`src/rtl/simplez_io.sv`:
```
// Memory-mapped screen/keyboard port for the Simplez CPU: a small byte FIFO
// toward the screen and a single-byte keyboard holding register.
module simplez_io #(
    parameter int DATAW   = 12,
    parameter int ADDRW   = 9,
    parameter int TXDEPTH = 4
) (
    input  logic             clk,
    input  logic             rstn,
    input  logic [ADDRW-1:0] addr,
    input  logic             rd,
    input  logic             wr,
    input  logic [DATAW-1:0] data_in,
    output logic [DATAW-1:0] data_out,
    output logic [7:0]       tx_data,
    output logic             tx_valid,
    input  logic             tx_ready,
    input  logic [7:0]       rx_data,
    input  logic             rx_valid,
    output logic             rx_ready
);

    localparam int PTRW = $clog2(TXDEPTH);

    localparam logic [ADDRW-1:0] A_SCR_ST   = ADDRW'(508);
    localparam logic [ADDRW-1:0] A_SCR_DATA = ADDRW'(509);
    localparam logic [ADDRW-1:0] A_KBD_ST   = ADDRW'(510);
    localparam logic [ADDRW-1:0] A_KBD_DATA = ADDRW'(511);

    logic [7:0]       fifo_mem [TXDEPTH];
    logic [PTRW-1:0]  rd_ptr;
    logic [PTRW-1:0]  wr_ptr;
    logic [PTRW:0]    count;
    logic             overflow;
    logic             kbd_full;
    logic [7:0]       kbd_byte;
    logic             rx_en;

    logic             fifo_full;
    logic             pop;
    logic             push_req;
    logic             push;
    logic             ovf_set;
    logic             ovf_clr;
    logic             capture;
    logic             kbd_clr;
    logic [DATAW-1:0] rd_val;
    logic             unused_data_hi;

    assign unused_data_hi = ^data_in[DATAW-1:8];

    assign fifo_full = (count == (PTRW+1)'(TXDEPTH));
    assign tx_valid  = (count != '0);
    assign tx_data   = fifo_mem[rd_ptr];
    assign pop       = tx_valid & tx_ready;

    // A write into a full FIFO is still accepted when the head leaves this cycle.
    assign push_req  = wr & (addr == A_SCR_DATA);
    assign push      = push_req & (~fifo_full | pop);
    assign ovf_set   = push_req & ~push;
    assign ovf_clr   = wr & (addr == A_SCR_ST);

    // rx_en holds the keyboard closed until the first edge after reset releases.
    assign rx_ready  = rx_en & ~kbd_full;
    assign capture   = rx_valid & rx_ready;
    assign kbd_clr   = rd & (addr == A_KBD_DATA) & kbd_full;

    always_comb begin
        // NOTE: every combinational output gets a default first, so no path infers a latch.
        rd_val = '0;
        if (rd) begin
            case (addr)
                A_SCR_ST:   rd_val = DATAW'({overflow, ~fifo_full});
                A_KBD_ST:   rd_val = DATAW'(kbd_full);
                A_KBD_DATA: rd_val = DATAW'(kbd_byte);
                default:    rd_val = '0;
            endcase
        end
    end

    // NOTE: FIFO storage is not reset; the pointers and count alone define what is valid.
    always_ff @(posedge clk) begin
        if (push) fifo_mem[wr_ptr] <= data_in[7:0];
    end

    // NOTE: all state uses non-blocking assignments so every register samples pre-edge values.
    always_ff @(posedge clk or negedge rstn) begin
        if (!rstn) begin
            rd_ptr   <= '0;
            wr_ptr   <= '0;
            count    <= '0;
            overflow <= 1'b0;
            kbd_full <= 1'b0;
            kbd_byte <= '0;
            rx_en    <= 1'b0;
            data_out <= '0;
        end else begin
            rx_en    <= 1'b1;
            data_out <= rd_val;

            if (push) wr_ptr <= wr_ptr + PTRW'(1);
            if (pop)  rd_ptr <= rd_ptr + PTRW'(1);
            case ({push, pop})
                2'b10:   count <= count + (PTRW+1)'(1);
                2'b01:   count <= count - (PTRW+1)'(1);
                default: count <= count;
            endcase

            if (ovf_set)      overflow <= 1'b1;
            else if (ovf_clr) overflow <= 1'b0;

            if (kbd_clr) begin
                kbd_full <= 1'b0;
            end else if (capture) begin
                kbd_full <= 1'b1;
                kbd_byte <= rx_data;
            end
        end
    end

endmodule

```
`config.mk`:
```
export PLATFORM = sky130hd
export DESIGN_NAME = simplez_io
export DESIGN_NICKNAME = d
export VERILOG_FILES = /design/src/rtl/simplez_io.sv
export SDC_FILE = /design/constraint.sdc
export NUM_CORES = 1
export LEC_CHECK = 0
export CAP_MARGIN = 20
export CORE_MARGIN = 2
export CORE_UTILIZATION = 30
export CTS_CLUSTER_SIZE = 10
export DETAILED_ROUTE_END_ITERATION = 6
export PLACE_DENSITY = 0.59
export SLEW_MARGIN = 40
export SYNTH_ARGS = -nofsm -noshare
export SYNTH_HDL_FRONTEND = slang
export SYNTH_SLANG_ARGS = --single-unit
export TNS_END_PERCENT = 5
```
`constraint.sdc`:
```
create_clock -name clk -period 2.7 [get_ports clk]
set_clock_uncertainty 0.15 [all_clocks]
set_input_delay 0.54 -clock clk [delete_from_list [all_inputs] [get_ports clk]]
set_output_delay 0.54 -clock clk [all_outputs]
set_load 0.05 [all_outputs]
```
==> metrics.md <==
| Metric | Value |
|---|---|
| CTS Root Cell | `clkbuf_8` |
| Sw power | `856.0 uW` |
| Largest net degree at the start of global routing | `27` |
| Placed Area | `3137 um2` |
| Post-Layout Inst Area | `3332 um2` |
| Seq pwr share | `40.9%` |
| WHS Endpoint | `data_out[3]$_DFF_PN0_` |
| DR pass1 iterations | `4` |
| Slew headroom | `64.97%` |
| RSZ-0062 raised after global routing | `no` |
| Period utilization | `87.39%` |
| NumNets Final | `263` |
| Status | `finished, final reports clean` |
| Non-filler cells, final | `330` |
| CP Capture Type | `primary output` |
| CP cell instances | `buf_4, mux4_2, buf_4` |
| Mapped Cells | `152` |
| Net Sw Frac | `32.19%` |
| Largest stage delay, worst path | `0.53 ns` |
| Count leader, synth | `edfxtp_1` |
| DR iter-0 viols | `17` |
| Num rows | `32` |
| Setup TNS Final | `0 ns` |
| Routed WL | `4370 um` |
| Pwr per Cell Area | `798.0 nW/um2` |
| Placeable Area | `7807 um2` |
| Total CTS buffers | `9` |
| Hold Path Class | `flop to flop` |
| Fin. Hold Viols | `0` |
| R2R cell count | `8` |
| DRT antenna net count | `0` |
| Worst Path Buf+Inv | `2` |
| Detailed-route wire length per cell | `13.24 um` |
| DRC errors left | `0` |
| Clk slew on worst S/H paths | `0.07 ns` |
| Clock power frac | `28.1%` |
| Combinational power share | `31.0%` |
| Area share of the largest cell type after synthesis | `39.34%` |
| Yosys top cell by area | `edfxtp_1` |
| Max-cap viol count | `0` |
| Critical Path Source Type | `flop` |
| Slew Viols, Final | `0` |
| Antenna Cells | `0` |
| Routability Congestion | `0.7276` |
| Initial antenna violation count | `0` |
| Fraction of layout cells with a size suffix above 1 | `28.51%` |
| CTS tree | `done` |
| Clock latency on the worst-skew pair | `0.32 ns` |
| Height of the die | `94.23 um` |
| Syn avg cell area | `16.07 um2` |
| DP Cell Count | `314` |
| PortBufs | `48` |
| Synth area leaders | `edfxtp_1, dfrtp_1, mux4_2` |
| Detail Placement HPWL | `3202 um` |
| Die Width | `94.23 um` |
| Post-synthesis sequential area ratio | `65.98%` |
| Hold Path Origin | `kbd_byte[3]$_DFFE_PN0P_` |
| Cell variety after synth | `37` |
| P&R area growth vs syn | `36.42%` |
| EDFF count, synth | `32` |
| CP most frequent cell | `buf_4` |
| Max frequency | `0.4238 GHz` |
| Peak VDD IR | `0.2969 mV` |
| CP Class | `flop to primary output` |
| Top Family by Delay on Critical Path | `multiplexers` |
| First-pass GRT wire length | `7348 um` |
| Critical Path AT | `1.67 ns` |
| Via count | `1428` |
| Final Setup Violations | `0` |
| Asr flop ratio synth | `44.83%` |
| H-tree depth | `3` |
| Most frequent cells after synthesis | `edfxtp_1, dfrtp_1, and2_1, nand2_1` |
| Clock sink count | `58` |
| Initial Util | `31.28%` |
| Ys Warns | `0` |
| Hold Path Depth | `1` |
| Fillers | `741` |
| Routed vias/inst | `4.327` |
| FF-to-FF Start | `count[1]$_DFFE_PN0P_` |
| GRT Util Overall | `11.15%` |
| Clock Path Buffers | `2` |
| Slowest CP cell | `mux4_2` |
| Crit Reg-Reg Endpoint | `count[1]$_DFFE_PN0P_` |
| Final min period | `2.359 ns` |
| Synth Register Bits | `58` |
| Worst-margin pin slew | `0.5238 ns` |
| Total global routing overflow | `0` |
| Reg2reg setup slack | `0.38 ns` |
| Post-Syn Area | `2442 um2` |
| Die footprint | `8879 um2` |
| # IOs | `57` |
| Leak | `0.001302 uW` |
| Internal power | `1803 uW` |
| Critical-path maximum fanout | `8` |
| Critical Path RT | `2.01 ns` |
| Ys flop type | `edfxtp_1` |
| Vias in the first global route | `1594` |
## layout make-up
class / instances / area [um2] / share of cell area [%]
clock buffer: 15 / 187.7 / 5.633
clock inverter: 1 / 5.005 / 0.1502
inverter: 5 / 18.77 / 0.5633
multi-input combinational: 85 / 773.2 / 23.21
sequential: 58 / 1612 / 48.37
tap: 102 / 127.6 / 3.830
timing repair buffer: 64 / 608.1 / 18.25
## power groups by stage
stage | Sequential, uW | Clock [uW] | Combinational [uW]
3_3_place_gp | 1110 | 0 | 829
6_report | 1090 | 746 | 824
4_1_cts | 1090 | 775 | 838
3_5_place_dp | 1110 | 0 | 835
2_1_floorplan | 1060 | 0 | 638
5_1_grt | 1100 | 815 | 886
## cell families after synthesis
| group | Yosys count | synth area share (%) |
|---|---|---|
| muxes | 16 | 11.07 |
| buffers and inverters | 12 | 2.817 |
| xor gates and xnor gates | 7 | 2.510 |
| other | 2 | 0.3075 |
| DFF | 58 | 65.98 |
| and+or+nand+nor | 41 | 11.12 |
| AOI/OAI and AO/OA | 11 | 3.330 |
| adders and majority gates | 5 | 2.869 |
## cells in the final DEF, fill, tap and decap left out, types with 2 or more instances in the layout
| cell type | netlist | layout |
|---|---|---|
| a21oi_1 | 2 | 2 |
| edfxtp_1 | 32 | 32 |
| ha_1 | 4 | 4 |
| nand3_1 | 4 | 4 |
| buf_12 | 0 | 2 |
| o21ai_0 | 3 | 3 |
| clkbuf_1 | 0 | 3 |
| xnor2_1 | 6 | 6 |
| dfrtp_1 | 26 | 26 |
| clkbuf_8 | 0 | 11 |
| clkdlybuf4s50_1 | 0 | 39 |
| mux4_2 | 8 | 8 |
| or2_2 | 2 | 2 |
| buf_4 | 4 | 22 |
| nor2_1 | 5 | 5 |
| mux2_2 | 8 | 8 |
| inv_1 | 5 | 5 |
| nand2_1 | 10 | 10 |
| and2_1 | 10 | 10 |
| conb_1 | 2 | 5 |
## worst reg2reg max path, stage by stage, from the launching register on
cell and delay [ns]:
dfrtp_1 0.45, or3_1 0.45, nand2_1 0.17, or2_2 0.15
inv_1 0.05, fa_1 0.52, o211ai_2 0.09, a21oi_2 0.10
o22a_1 0.14
## metal layers
| layer | vias to the layer above | wire (um) | GRT usage, % |
|---|---|---|---|
| li1 | 686 | - | - |
| met1 | 701 | 1827 | 12.66 |
| met2 | 36 | 2274 | 18.87 |
| met3 | 5 | 213 | 3.852 |
| met4 | 0 | 55 | 5.072 |
| met5 | - | 0 | 0 |
## through the flow
| stage | power [uW] | setup slack, ns | hold WS [ns] | utilization [%] |
|---|---|---|---|---|
| 2_1_floorplan | 1697 | 0.2249 | 0.09441 | - |
| 3_3_place_gp | 1939 | 0.07823 | 0.3073 | 40.18 |
| 3_5_place_dp | 1944 | 0.05266 | 0.3157 | 40.18 |
| 4_1_cts | 2704 | 0.03914 | 0.3287 | 42.64 |
| 5_1_grt | 2803 | 0.2149 | 0.3353 | 42.68 |
| 6_report | 2659 | 0.3405 | 0.3197 | 42.68 |
## worst max path at each step
stage	start	depth (start not counted)	slack, ns	endpoint
6_report	rd_ptr[0]$_DFFE_PN0P_	3	0.34	tx_data[0]
5_1_grt	kbd_full$_DFFE_PN0P_	2	0.21	rx_ready
4_1_cts	count[1]$_DFFE_PN0P_	2	0.04	tx_valid
3_5_place_dp	addr[0]	9	0.05	count[1]$_DFFE_PN0P_
3_3_place_gp	addr[0]	9	0.08	count[1]$_DFFE_PN0P_
2_1_floorplan	count[1]$_DFFE_PN0P_	8	0.22	count[1]$_DFFE_PN0P_
## registers in the layout, indices dropped and copies added, names as in the netlist, 2 cells and up
name and cells:
kbd_byte 8, data_out 8, count 3, rd_ptr 2, wr_ptr 2, fifo_mem 32
## what timing repair did
item,4_1_cts,5_1_grt
hold buffers,0,0
resized for setup,0,1
endpoints found under the setup margin,0,1
setup buffers,0,0
No activity file was read; power rests on OpenSTA's default activity.
